## src/rtl/burst_blink_seq.sv

```systemverilog
// Burst/chase LED sequencer with a prescaled timebase. It exposes tick, state, runs and timer
// so a logic analyzer can use them directly.
module burst_blink_seq #(
  parameter int NCH        = 4,
  parameter int PRESCALE_W = 16,
  parameter int TIMER_W    = 8,
  parameter int RUNS_W     = 4
) (
  input  logic               clk,
  input  logic               rst,
  input  logic               enable,
  input  logic               mode,
  input  logic [TIMER_W-1:0] on_time,
  input  logic [TIMER_W-1:0] off_time,
  input  logic [TIMER_W-1:0] gap_time,
  input  logic [RUNS_W-1:0]  burst_len,
  output logic [NCH-1:0]     led,
  output logic               tick,
  output logic [3:0]         state,
  output logic [RUNS_W-1:0]  runs,
  output logic [TIMER_W-1:0] timer,
  output logic               busy,
  output logic               burst_done
);

  localparam int IW = (NCH > 1) ? $clog2(NCH) : 1;

  localparam logic [3:0] S_IDLE = 4'b0001;
  localparam logic [3:0] S_ON   = 4'b0010;
  localparam logic [3:0] S_OFF  = 4'b0100;
  localparam logic [3:0] S_GAP  = 4'b1000;

  logic [PRESCALE_W-1:0] presc_q, presc_d;
  logic [3:0]            state_q, state_d;
  logic [NCH-1:0]        led_q, led_d;
  logic [RUNS_W-1:0]     runs_q, runs_d, runs_inc;
  logic [TIMER_W-1:0]    timer_q, timer_d;
  logic [IW-1:0]         idx_q, idx_d, idx_inc;
  logic                  bd_q, bd_d;
  logic                  busy_q, busy_d;
  logic                  mode_q, mode_d;
  logic [TIMER_W-1:0]    on_q, on_d, off_q, off_d, gap_q, gap_d;
  logic [RUNS_W-1:0]     blen_q, blen_d;
  logic                  start;

  function automatic logic [NCH-1:0] pattern(input logic m, input logic [IW-1:0] idx);
    if (m) pattern = NCH'(1) << idx;
    else   pattern = '1;
  endfunction

  assign tick     = (presc_q == '0);
  assign runs_inc = runs_q + 1'b1;
  assign idx_inc  = (idx_q == IW'(NCH - 1)) ? '0 : idx_q + 1'b1;

  always_comb begin
    presc_d = presc_q + 1'b1;
    state_d = state_q;
    led_d   = led_q;
    runs_d  = runs_q;
    idx_d   = idx_q;
    bd_d    = 1'b0;
    mode_d  = mode_q;
    on_d    = on_q;
    off_d   = off_q;
    gap_d   = gap_q;
    blen_d  = blen_q;
    start   = 1'b0;
    // A load further down overrides this saturating decrement.
    timer_d = (tick && timer_q != '0) ? timer_q - 1'b1 : timer_q;

    case (state_q)
      S_IDLE: start = enable;
      S_ON: begin
        if (!enable) begin
          state_d = S_IDLE;
          led_d   = '0;
          runs_d  = '0;
          timer_d = '0;
          idx_d   = '0;
        end else if (timer_q == '0) begin
          led_d  = '0;
          runs_d = runs_inc;
          if (blen_q != '0 && runs_inc == blen_q) begin
            state_d = S_GAP;
            timer_d = gap_q;
            idx_d   = '0;
          end else begin
            state_d = S_OFF;
            timer_d = off_q;
            idx_d   = idx_inc;
          end
        end
      end
      S_OFF: begin
        if (!enable) begin
          state_d = S_IDLE;
          led_d   = '0;
          runs_d  = '0;
          timer_d = '0;
          idx_d   = '0;
        end else if (timer_q == '0) begin
          state_d = S_ON;
          timer_d = on_q;
          led_d   = pattern(mode_q, idx_q);
        end
      end
      S_GAP: begin
        // The gap always runs to completion; enable only picks the successor.
        if (timer_q == '0) begin
          runs_d  = '0;
          bd_d    = 1'b1;
          state_d = S_IDLE;
          start   = enable;
        end
      end
      default: begin
        state_d = S_IDLE;
        led_d   = '0;
      end
    endcase

    if (start) begin
      mode_d  = mode;
      on_d    = on_time;
      off_d   = off_time;
      gap_d   = gap_time;
      blen_d  = burst_len;
      state_d = S_ON;
      timer_d = on_time;
      led_d   = pattern(mode, idx_q);
    end

    busy_d = (state_d != S_IDLE);
  end

  always_ff @(posedge clk) begin
    if (rst) begin
      presc_q <= '0;
      state_q <= S_IDLE;
      led_q   <= '0;
      runs_q  <= '0;
      timer_q <= '0;
      idx_q   <= '0;
      bd_q    <= 1'b0;
      busy_q  <= 1'b0;
      mode_q  <= 1'b0;
      on_q    <= '0;
      off_q   <= '0;
      gap_q   <= '0;
      blen_q  <= '0;
    end else begin
      presc_q <= presc_d;
      state_q <= state_d;
      led_q   <= led_d;
      runs_q  <= runs_d;
      timer_q <= timer_d;
      idx_q   <= idx_d;
      bd_q    <= bd_d;
      busy_q  <= busy_d;
      mode_q  <= mode_d;
      on_q    <= on_d;
      off_q   <= off_d;
      gap_q   <= gap_d;
      blen_q  <= blen_d;
    end
  end

  assign led        = led_q;
  assign state      = state_q;
  assign runs       = runs_q;
  assign timer      = timer_q;
  assign busy       = busy_q;
  assign burst_done = bd_q;

endmodule
```

## config.mk

```make
export PLATFORM = sky130hd
export DESIGN_NAME = burst_blink_seq
export DESIGN_NICKNAME = d
export VERILOG_FILES = /design/src/rtl/burst_blink_seq.sv
export SDC_FILE = /design/constraint.sdc
export NUM_CORES = 1
export LEC_CHECK = 0
export ABC_AREA = 1
export CELL_PAD_IN_SITES_DETAIL_PLACEMENT = 1
export CELL_PAD_IN_SITES_GLOBAL_PLACEMENT = 2
export CORE_ASPECT_RATIO = 2
export CORE_UTILIZATION = 33
export CTS_BUF_LIST = sky130_fd_sc_hd__clkbuf_8
export DETAILED_ROUTE_END_ITERATION = 8
export PLACE_DENSITY = 0.88
export SYNTH_ARGS = -nofsm -noshare
export SYNTH_HDL_FRONTEND = slang
export SYNTH_SLANG_ARGS = --single-unit
```

## constraint.sdc

```tcl
create_clock -name clk -period 3.2 [get_ports clk]
set_clock_uncertainty 0.15 [all_clocks]
set_input_delay 0.64 -clock clk [delete_from_list [all_inputs] [get_ports clk]]
set_output_delay 0.64 -clock clk [all_outputs]
set_load 0.1 [all_outputs]
```

==> flow_summary.json <==
{
  "start_util": 0.3393,
  "arrival_ns": 1.82,
  "finalPower_mw": 2.526,
  "dieArea_sq_um": 10810,
  "fin_crit_sh": 0.8150,
  "irDropWorstVdd_v": 0.0002891,
  "num_antenna_cells": 0,
  "synth_edf_count": 0,
  "critPathMaxFanout": 3,
  "place_area_sq_um": 4075,
  "cts_made_buffers": 9,
  "hold_violations": 0,
  "drtPass1Iterations": 6,
  "grt_pass1_vias": 3759,
  "crit_path_end_kind": "output port",
  "drc": 0,
  "grt_pass1_wl_um": 17520,
  "clock_path_buffers": 2,
  "ys_ff_latch": 69,
  "netlist_top_cells_count": "107 x nand2_1, 71 x nor2_1, 69 x dfxtp_1, 67 x inv_1, 36 x nand3_1",
  "start_kind": "flip-flop",
  "dp_hpwl_um": 8274,
  "synth_cell_types": 34,
  "maxCapViolCount": 0,
  "p_seq_frac": 0.385,
  "status": "completed",
  "synth_top_area_share": 0.4037,
  "final_cell_area_sq_um": 4315,
  "swShare": 0.3453,
  "finalSetupTns_ns": 0,
  "insertion_delay_ns": 0.35,
  "clkTransAtPathRegs_ns": 0.08,
  "ctsResizeCount": 0,
  "cts_tree": "yes",
  "drt_iter0_drc": 125,
  "worst_slew_pin_slew_ns": 1.028,
  "p_sw_uw": 872.0,
  "final_net_count": 597,
  "yosysSeqAreaShare": 0.4037,
  "p_int_mw": 1.653,
  "wl_per_cell_um": 15.36,
  "viasPerCell": 4.999,
  "synth.top_cells.by_area": "dfxtp_1 40%, nand2_1 12%, nor2_1 7.8%",
  "grt_overflow": 0,
  "cts_sinks": 69,
  "leakagePower_nw": 1.964,
  "port_buffers": 54,
  "antenna_found_initial": 0,
  "async_flop_share": 0,
  "path_class": "reg2out",
  "cts_setup_buffers": 0,
  "clockRootBuffer": "clkbuf_8",
  "area_delta_synth_final_pct": 26.11,
  "finalMaxSlewViolations": 0,
  "synthCells": 500,
  "max_freq_mhz": 383.4,
  "max_slew_margin": 0.3120,
  "synth.cell_area_sq_um": 3422,
  "wl_um": 10700,
  "synth_warnings": 0,
  "drive_gt1_frac": 0.09786,
  "track_usage": 0.2167,
  "pwr-share-comb": 0.271,
  "yosysTopAreaCell": "dfxtp_1",
  "htreeDepth": 3,
  "cp.required_ns": 2.41,
  "post-synth-top-count-cell": "nand2_1",
  "drtAntennaViolNets": 0,
  "rsz0062_at_grt": "no",
  "fp.dieH_um": 146.0,
  "finalCriticalPeriod_ns": 2.608,
  "cts_hold_buf": 0,
  "hp-class": "reg2reg",
  "clkPwrFrac": 0.344,
  "gp_congestion": 0.8707,
  "core_area_sq_um": 10080,
  "die_w_um": 74.01,
  "synth_ff_type": "dfxtp_1",
  "synth_nets": 540,
  "vias": 3484,
  "rows": 52,
  "power_density_nw_per_um2": 585.2,
  "grt_max_degree": 35,
  "syn_avg_cell_area_sq_um": 6.844,
  "setup_violations": 0,
  "pin_count": 55
}
[power groups by stage]
stage                     combinational, mW  clock [mW]  sequential, mW
after floorplan                       0.317           0            1.18
after global placement                0.676           0           0.991
after detailed placement              0.688           0           0.993
after CTS                             0.692       0.892           0.973
after global routing                  0.748       0.927           0.980
final                                 0.684       0.869           0.972
[metal layers]
layer,vias up,track usage,wire length [um]
li1,1722,-,-
met1,1674,0.2076,3954
met2,60,0.4059,5981
met3,28,0.04072,264
met4,0,0.1231,503
met5,-,0,0
[metrics by stage]
step	hold slack [ns]	std cells	setup slack (ns)	util
after global routing	0.3315	697	0.4345	0.4279
after global placement	0.2767	681	0.5327	0.4041
final	0.3018	697	0.5920	0.4279
after detailed placement	0.2954	681	0.4363	0.4041
after CTS	0.3087	697	0.5470	0.4279
after floorplan	0.2673	500	0.4994	-
[kinds of logic after synthesis]
family	Yosys count	share of synthesized area
simple gates	247	0.3115
compound gates	87	0.1433
buf+inv	82	0.09433
fa+ha+maj	8	0.02925
xor+xnor	7	0.01792
flops	69	0.4037
[cell usage in the layout, fill, tap and decap left out, types with 2 or more instances in the layout]
| cell type | count |
|---|---|
| nand2_1 | 107 |
| nor2_1 | 71 |
| inv_1 | 69 |
| dfxtp_1 | 69 |
| nand3_1 | 36 |
| o21ai_0 | 35 |
| a21oi_1 | 33 |
| clkdlybuf4s50_1 | 31 |
| buf_4 | 27 |
| nand4_1 | 11 |
| o211ai_1 | 10 |
| clkbuf_8 | 10 |
| nor3_1 | 9 |
| ha_1 | 8 |
| xor2_1 | 5 |
| nor2_2 | 3 |
| a211oi_1 | 3 |
| bufinv_16 | 3 |
| xnor2_1 | 2 |
| nand2_4 | 2 |
| inv_2 | 2 |
| nor3b_1 | 2 |
[state kept, by name, indices dropped and copies added (netlist names)]
| register | flops |
|---|---|
| presc_q | 16 |
| gap_q | 8 |
| off_q | 8 |
| on_q | 8 |
| timer | 8 |
| blen_q | 4 |
| led | 4 |
| runs | 4 |
| state | 4 |
| idx_q | 2 |
| burst_done | 1 |
| busy | 1 |
| mode_q | 1 |
[worst paths after layout]
| kind | from | end | slack (ns) | cells after the start |
|---|---|---|---|---|
| min reg2reg | on_q[3] | on_q[3] | 0.30 | 2 |
| max | presc_q[0] | tick | 0.59 | 7 |
| max reg2reg | timer[0] | timer[0] | 0.66 | 11 |
| min | on_q[3] | on_q[3] | 0.30 | 2 |
[cell type report]
class                           instances  area [sq um]
Clock buffer                           10         137.6
Clock inverter                          6         102.6
Fill cell                            1317          5769
Inverter                               69         259.0
Multi-Input combinational cell        349          1733
Sequential cell                        69          1381
Tap cell                              135         168.9
Timing Repair Buffer                   59         533.0
[critical path, stage by stage, from the launching register on]
cell and delay [ns]:
dfxtp_1 0.33, inv_1 0.08, ha_1 0.18, inv_1 0.05, nor2_1 0.10, nand2_1 0.11, nor4_4 0.26, buf_4 0.35
No activity file was read; power rests on OpenSTA's default activity.
